### config.mk
export PLATFORM = sky130hd
export DESIGN_NAME = tx_channel
export DESIGN_NICKNAME = d
export VERILOG_FILES = /design/src/rtl/tx_channel.sv
export SDC_FILE = /design/constraint.sdc
export NUM_CORES = 1
export LEC_CHECK = 0
export CAP_MARGIN = 20
export CORE_MARGIN = 2
export CORE_UTILIZATION = 53
export CTS_CLUSTER_SIZE = 10
export DETAILED_ROUTE_END_ITERATION = 8
export GPL_TIMING_DRIVEN = 0
export MAX_ROUTING_LAYER = met4
export PLACE_DENSITY = 0.84
export SYNTH_ARGS = -nofsm -noshare
export SYNTH_HDL_FRONTEND = slang
export SYNTH_SLANG_ARGS = --single-unit
### constraint.sdc
create_clock -name Clk -period 2.9 [get_ports Clk]
set_input_delay 0.87 -clock Clk [delete_from_list [all_inputs] [get_ports Clk]]
set_output_delay 0.87 -clock Clk [all_outputs]
set_load 0.05 [all_outputs]
### src/rtl/tx_channel.sv
// tx_channel: HDLC transmit serialiser with flags, zero-bit insertion and abort sequence.
module tx_channel #(
  parameter logic [7:0] FLAG_PATTERN  = 8'h7E,
  parameter logic [7:0] ABORT_PATTERN = 8'hFE,
  parameter int         STUFF_LIMIT   = 5
) (
  input  logic       Clk,
  input  logic       Rst,
  input  logic       Tx_Enable,
  input  logic       Tx_ValidFrame,
  input  logic [7:0] Tx_Data,
  input  logic       Tx_AbortFrame,
  output logic       Tx_RdBuff,
  output logic       Tx,
  output logic       Tx_Done,
  output logic       Tx_AbortedTrans
);
  typedef enum logic [2:0] {IDLE, OPEN, DATA, CLOSE, ABORT} state_t;
  state_t state, nxt;
  logic [2:0] cnt, ones;
  logic [7:0] sh;
  logic pend, act, abt, stuff, last, tx_d, done_d, aborted_d;
  assign act   = state inside {OPEN, DATA, CLOSE};
  assign abt   = Tx_Enable && act && (Tx_AbortFrame || pend);
  // A pending stuffed 0 is honoured in CLOSE too, so it precedes the closing flag.
  assign stuff = (state inside {DATA, CLOSE}) && ones == 3'(STUFF_LIMIT);
  assign last  = cnt == 3'd7;
  always_ff @(posedge Clk or posedge Rst)
    if (Rst) state <= IDLE;
    else state <= nxt;
  always_comb begin
    nxt = state;
    if (abt) nxt = ABORT;
    else if (Tx_Enable)
      case (state)
        IDLE:    nxt = Tx_ValidFrame ? OPEN : IDLE;
        OPEN:    nxt = last ? (Tx_ValidFrame ? DATA : CLOSE) : OPEN;
        DATA:    nxt = (!stuff && last && !Tx_ValidFrame) ? CLOSE : DATA;
        CLOSE:   nxt = (!stuff && last) ? IDLE : CLOSE;
        ABORT:   nxt = last ? IDLE : ABORT;
        default: nxt = IDLE;
      endcase
  end
  always_comb begin
    Tx_RdBuff = Tx_Enable && !abt && Tx_ValidFrame && last &&
                (state == OPEN || (state == DATA && !stuff));
    tx_d      = abt              ? ABORT_PATTERN[0] :
                state == OPEN    ? FLAG_PATTERN[cnt] :
                state == DATA    ? (!stuff && sh[0]) :
                state == CLOSE   ? (!stuff && FLAG_PATTERN[cnt]) :
                state == ABORT   ? ABORT_PATTERN[cnt] : 1'b1;
    done_d    = Tx_Enable && !abt && state == CLOSE && !stuff && last;
    aborted_d = Tx_Enable && state == ABORT && last;
  end
  always_ff @(posedge Clk or posedge Rst)
    if (Rst) begin
      Tx              <= 1'b1;
      Tx_Done         <= 1'b0;
      Tx_AbortedTrans <= 1'b0;
      cnt             <= '0;
      ones            <= '0;
      sh              <= '0;
      pend            <= 1'b0;
    end else begin
      Tx_Done         <= done_d;
      Tx_AbortedTrans <= aborted_d;
      pend            <= Tx_Enable ? 1'b0 : pend || (Tx_AbortFrame && act);
      if (Tx_Enable) begin
        Tx   <= tx_d;
        cnt  <= abt ? 3'd1 : state == IDLE ? 3'd0 : stuff ? cnt : cnt + 3'd1;
        ones <= (state == DATA && !abt && !stuff && sh[0]) ? ones + 3'd1 : 3'd0;
        sh   <= Tx_RdBuff ? Tx_Data : (state == DATA && !abt && !stuff) ? sh >> 1 : sh;
      end
    end
endmodule

==> metrics.txt <==
# TYPE chip_impl_metric gauge
chip_impl_metric{name="finalWeightedCongestion",unit=""} 0.918
chip_impl_info{name="hold_path.class",value="flop to flop"} 1
chip_impl_metric{name="async_reset_ff_frac",unit=""} 1.00
chip_impl_metric{name="fin_tns_setup",unit="ns"} 0
chip_impl_info{name="synthMostInstantiatedCell",value="sky130_fd_sc_hd__dfrtp_1"} 1
chip_impl_metric{name="finClkSkew",unit="ns"} 0.00422
chip_impl_metric{name="layout.nets",unit=""} 165
chip_impl_metric{name="detailed_place_hpwl",unit="mm"} 1.87
chip_impl_metric{name="int_power",unit="mW"} 0.581
chip_impl_metric{name="synth_compound_gate_area_share",unit=""} 0.184
chip_impl_metric{name="fin_util",unit=""} 0.690
chip_impl_info{name="outcome",value="completed"} 1
chip_impl_metric{name="yosys.area_share.xor_xnor",unit=""} 0
chip_impl_metric{name="worst_hold_path.num_cells",unit=""} 1
chip_impl_metric{name="htree_num_levels",unit=""} 1
chip_impl_info{name="synth_area_leader_cell",value="sky130_fd_sc_hd__dfrtp_1"} 1
chip_impl_metric{name="worst_ir_drop_vdd",unit="mV"} 0.456
chip_impl_metric{name="cpPeakStageDelay",unit="ns"} 0.33
chip_impl_info{name="worstReg2RegStart",value="ones[0]"} 1
chip_impl_metric{name="detail_route.drc_violations",unit=""} 0
chip_impl_metric{name="mappedNetlistArea",unit="sq um"} 1220
chip_impl_info{name="clk_root_buffer_cell",value="sky130_fd_sc_hd__clkbuf_4"} 1
chip_impl_metric{name="multi_input_area",unit="sq um"} 668
chip_impl_info{name="critical_path_class",value="primary input to output pin"} 1
chip_impl_metric{name="post_synth_fa_ha_maj_area_fraction",unit=""} 0.0617
chip_impl_metric{name="postSynthRegisterBits",unit=""} 21
chip_impl_metric{name="grt_pass1_wl",unit="mm"} 4.64
chip_impl_metric{name="number_of_slew_limit_violations_in_the_final_report",unit=""} 0
chip_impl_metric{name="grt.total_usage",unit=""} 0.243
chip_impl_metric{name="synth-warning-count",unit=""} 0
chip_impl_metric{name="synth-edff-count",unit=""} 0
chip_impl_metric{name="power_frac_seq",unit=""} 0.422
chip_impl_metric{name="post_cts_hold_buffer_count",unit=""} 0
chip_impl_metric{name="synth_cells",unit=""} 120
chip_impl_metric{name="clock_sink_count",unit=""} 21
chip_impl_metric{name="synth.yosys.seq_area_share",unit=""} 0.433
chip_impl_metric{name="route.vias.total",unit=""} 1044
chip_impl_metric{name="period_utilization",unit=""} 0.987
chip_impl_metric{name="overflow",unit=""} 0
chip_impl_metric{name="maxCapViolations",unit=""} 0
chip_impl_info{name="dominant_combinational_cell_family_by_area_after_synthesis",value="simple AND/OR/NAND/NOR gates"} 1
chip_impl_metric{name="fmaxAchievable",unit="MHz"} 349
chip_impl_metric{name="power_switching",unit="mW"} 0.356
chip_impl_metric{name="floorplan.core_area",unit="sq um"} 2190
chip_impl_metric{name="synth.area.mux_share",unit=""} 0.0709
chip_impl_info{name="crit_path_end",value="Tx_RdBuff"} 1
chip_impl_info{name="crit_chain",value="clkdlybuf4s15_1 > nand2b_4 > nor3_4 > and2_1 > buf_6 > buf_8"} 1
chip_impl_metric{name="synth_nets",unit=""} 139
chip_impl_metric{name="worstSkewPairLatency",unit="ns"} 0.31
chip_impl_metric{name="num_rows",unit=""} 17
chip_impl_metric{name="die_h",unit="um"} 51.9
chip_impl_metric{name="clkSlewWorstSetupHoldPaths",unit="ns"} 0.11
chip_impl_metric{name="cts-buffers-inserted",unit=""} 3
chip_impl_metric{name="static-leakage-power",unit="nW"} 0.711
chip_impl_metric{name="crit_path_max_fanout",unit=""} 7
chip_impl_metric{name="ff_latch_area",unit="sq um"} 527
chip_impl_metric{name="timing_hold_violations_final",unit=""} 0
chip_impl_metric{name="actual_transition_at_the_worst_max_transition_pin",unit="ns"} 0.792
chip_impl_metric{name="dr.pass1.iters",unit=""} 4
chip_impl_metric{name="post-route-min-period",unit="ns"} 2.86
chip_impl_info{name="cp_slowest_cell",value="sky130_fd_sc_hd__clkdlybuf4s15_1"} 1
chip_impl_info{name="cts_tree",value="done"} 1
chip_impl_metric{name="power_per_cell_area",unit="nW/um^2"} 620
chip_impl_info{name="yosys-top-cells-area",value="sky130_fd_sc_hd__dfrtp_1, sky130_fd_sc_hd__ha_1, sky130_fd_sc_hd__mux2_1"} 1
chip_impl_metric{name="total_inserted_antenna_cells",unit=""} 0
chip_impl_metric{name="post_synth_and_or_nand_nor_area_fraction",unit=""} 0.213
chip_impl_metric{name="rr_worst_depth",unit=""} 5
chip_impl_info{name="most_used_standard_cells_in_the_synthesized_netlist",value="sky130_fd_sc_hd__dfrtp_1, sky130_fd_sc_hd__nand2_1, sky130_fd_sc_hd__nor2_1"} 1
chip_impl_metric{name="die_area",unit="sq um"} 2700
chip_impl_metric{name="comb_power_share",unit=""} 0.425
chip_impl_metric{name="cts_max_path_buffers",unit=""} 2
chip_impl_metric{name="antenna_violations_before_repair",unit=""} 0
chip_impl_metric{name="totalWireLength",unit="mm"} 2.71
chip_impl_metric{name="num-fill-cells",unit=""} 148
chip_impl_metric{name="timing.reg2reg.setup_slack",unit="ns"} 0.78
chip_impl_info{name="worst_r2r_endpoint",value="sh[6]"} 1
chip_impl_metric{name="drtIter0Drc",unit=""} 57
chip_impl_metric{name="route.detailed.wl_per_inst",unit="um"} 15.7
chip_impl_metric{name="netSwitchingFraction",unit=""} 0.380
chip_impl_info{name="timing.critical_path.from_type",value="primary input"} 1
chip_impl_info{name="crit_end_category",value="output pin"} 1
chip_impl_metric{name="initial_core_util",unit=""} 0.556
chip_impl_metric{name="synthToLayoutAreaGrowth",unit="%"} 24.3
chip_impl_metric{name="ios",unit=""} 17
chip_impl_metric{name="synth_top_area_share",unit=""} 0.411
chip_impl_metric{name="grt_pass1_vias",unit=""} 1036
chip_impl_metric{name="route.detailed.vias_per_inst",unit=""} 6.03
chip_impl_info{name="postSynth.topFlopCell",value="sky130_fd_sc_hd__dfrtp_1"} 1
chip_impl_metric{name="slew_headroom",unit=""} 0.472
chip_impl_metric{name="crit_required",unit="ns"} 2.03
chip_impl_metric{name="die_width",unit="um"} 51.9
chip_impl_metric{name="grt_max_degree",unit=""} 22
chip_impl_metric{name="worstPathArrival",unit="ns"} 1.99
chip_impl_metric{name="io_buffer_count",unit=""} 16
chip_impl_info{name="critPathLaunch",value="Tx_Enable"} 1
chip_impl_metric{name="synth.lib_cells_used.distinct",unit=""} 42
chip_impl_metric{name="proportion_of_layout_cells_with_a_drive_suffix_above_1",unit=""} 0.179
chip_impl_metric{name="clk_network_pwr_share",unit=""} 0.153
chip_impl_metric{name="finalSetupViolations",unit=""} 0
chip_impl_metric{name="synthesis.area_per_instance",unit="sq um"} 10.1
chip_impl_metric{name="post_route_worst_hold_slack",unit="ns"} 0.538
chip_impl_metric{name="antenna_violating_nets_post_route",unit=""} 0
routing by layer:
layer,global-route usage,part of all wire
met1,0.335,0.45
met2,0.354,0.47
met3,0.0345,0.046
met4,0.114,0.028
met5,-,0
power groups by stage:
stage	Clock [mW]	Sequential, mW	Combinational (mW)
floorplan	0	0.412	0.255
global placement	0	0.395	0.350
detailed placement	0	0.399	0.364
CTS	0.144	0.393	0.378
global route	0.162	0.403	0.438
finish	0.143	0.396	0.398
area by class of cell:
type | instances | area share
buffer | 5 | 0.0199
inverter | 6 | 0.0149
clock buffer | 4 | 0.0174
sequential | 21 | 0.348
tap | 28 | 0.0232
multi-input combinational | 88 | 0.442
timing repair buffer | 21 | 0.135
worst max-delay path, delay by kind of cell:
| family | cells | cell delay [ns] |
|---|---|---|
| AND/OR/NAND/NOR | 3 | 0.55 |
| buffers and inverters | 3 | 0.57 |
flip-flops by register name, indices dropped and copies added, names as in the netlist:
name / flops
sh: 8
cnt: 3
ones: 3
state: 3
Tx: 1
Tx_AbortedTrans: 1
Tx_Done: 1
pend: 1
logic make-up after synthesis:
| kind of cell | count (synthesis) |
|---|---|
| and+or+nand+nor | 42 |
| AOI/OAI and AO/OA | 32 |
| DFF | 21 |
| buffers and inverters | 11 |
| muxes | 8 |
| adders and majority gates | 6 |
what timing repair did:
item	4_1_cts	5_1_grt
endpoints found under the hold margin	0	0
setup endpoints to repair	1	1
resized for setup	14	5
cloned	0	0
pin swaps	2	1
buffers inserted	4	1
per-stage QoR:
step	setup WS [ns]	instance area, sq um	std cells	power, mW
after global placement	-1.07	1410	164	0.745
after global routing	-0.000669	1510	173	1.00
after detailed placement	-1.09	1410	164	0.763
after CTS	0.0188	1490	172	0.915
after floorplan	0.245	1220	120	0.667
final	0.0369	1510	173	0.937
layout by cell type, fill, tap and decap left out, types with 3 or more instances in the layout:
| master | n |
|---|---|
| sky130_fd_sc_hd__and3_1 | 5 |
| sky130_fd_sc_hd__mux2_1 | 4 |
| sky130_fd_sc_hd__clkbuf_4 | 3 |
| sky130_fd_sc_hd__a221o_1 | 4 |
| sky130_fd_sc_hd__inv_1 | 6 |
| sky130_fd_sc_hd__nand2_1 | 6 |
| sky130_fd_sc_hd__o21ai_0 | 5 |
| sky130_fd_sc_hd__buf_4 | 5 |
| sky130_fd_sc_hd__nand2b_1 | 3 |
| sky130_fd_sc_hd__dfrtp_1 | 20 |
| sky130_fd_sc_hd__a21oi_1 | 6 |
| sky130_fd_sc_hd__clkdlybuf4s50_1 | 12 |
| sky130_fd_sc_hd__nor2_1 | 7 |
| sky130_fd_sc_hd__nand3_1 | 4 |
| sky130_fd_sc_hd__o22ai_1 | 4 |
| sky130_fd_sc_hd__ha_1 | 5 |
| sky130_fd_sc_hd__buf_2 | 3 |
worst min path at each step:
stage	end	from
6_report	sh[2]	sh[2]
3_3_place_gp	sh[1]	sh[1]
3_5_place_dp	sh[0]	sh[0]
4_1_cts	sh[0]	sh[0]
2_1_floorplan	sh[1]	sh[1]
5_1_grt	sh[0]	sh[0]
Note: power is estimated with default switching activity, not from simulation.
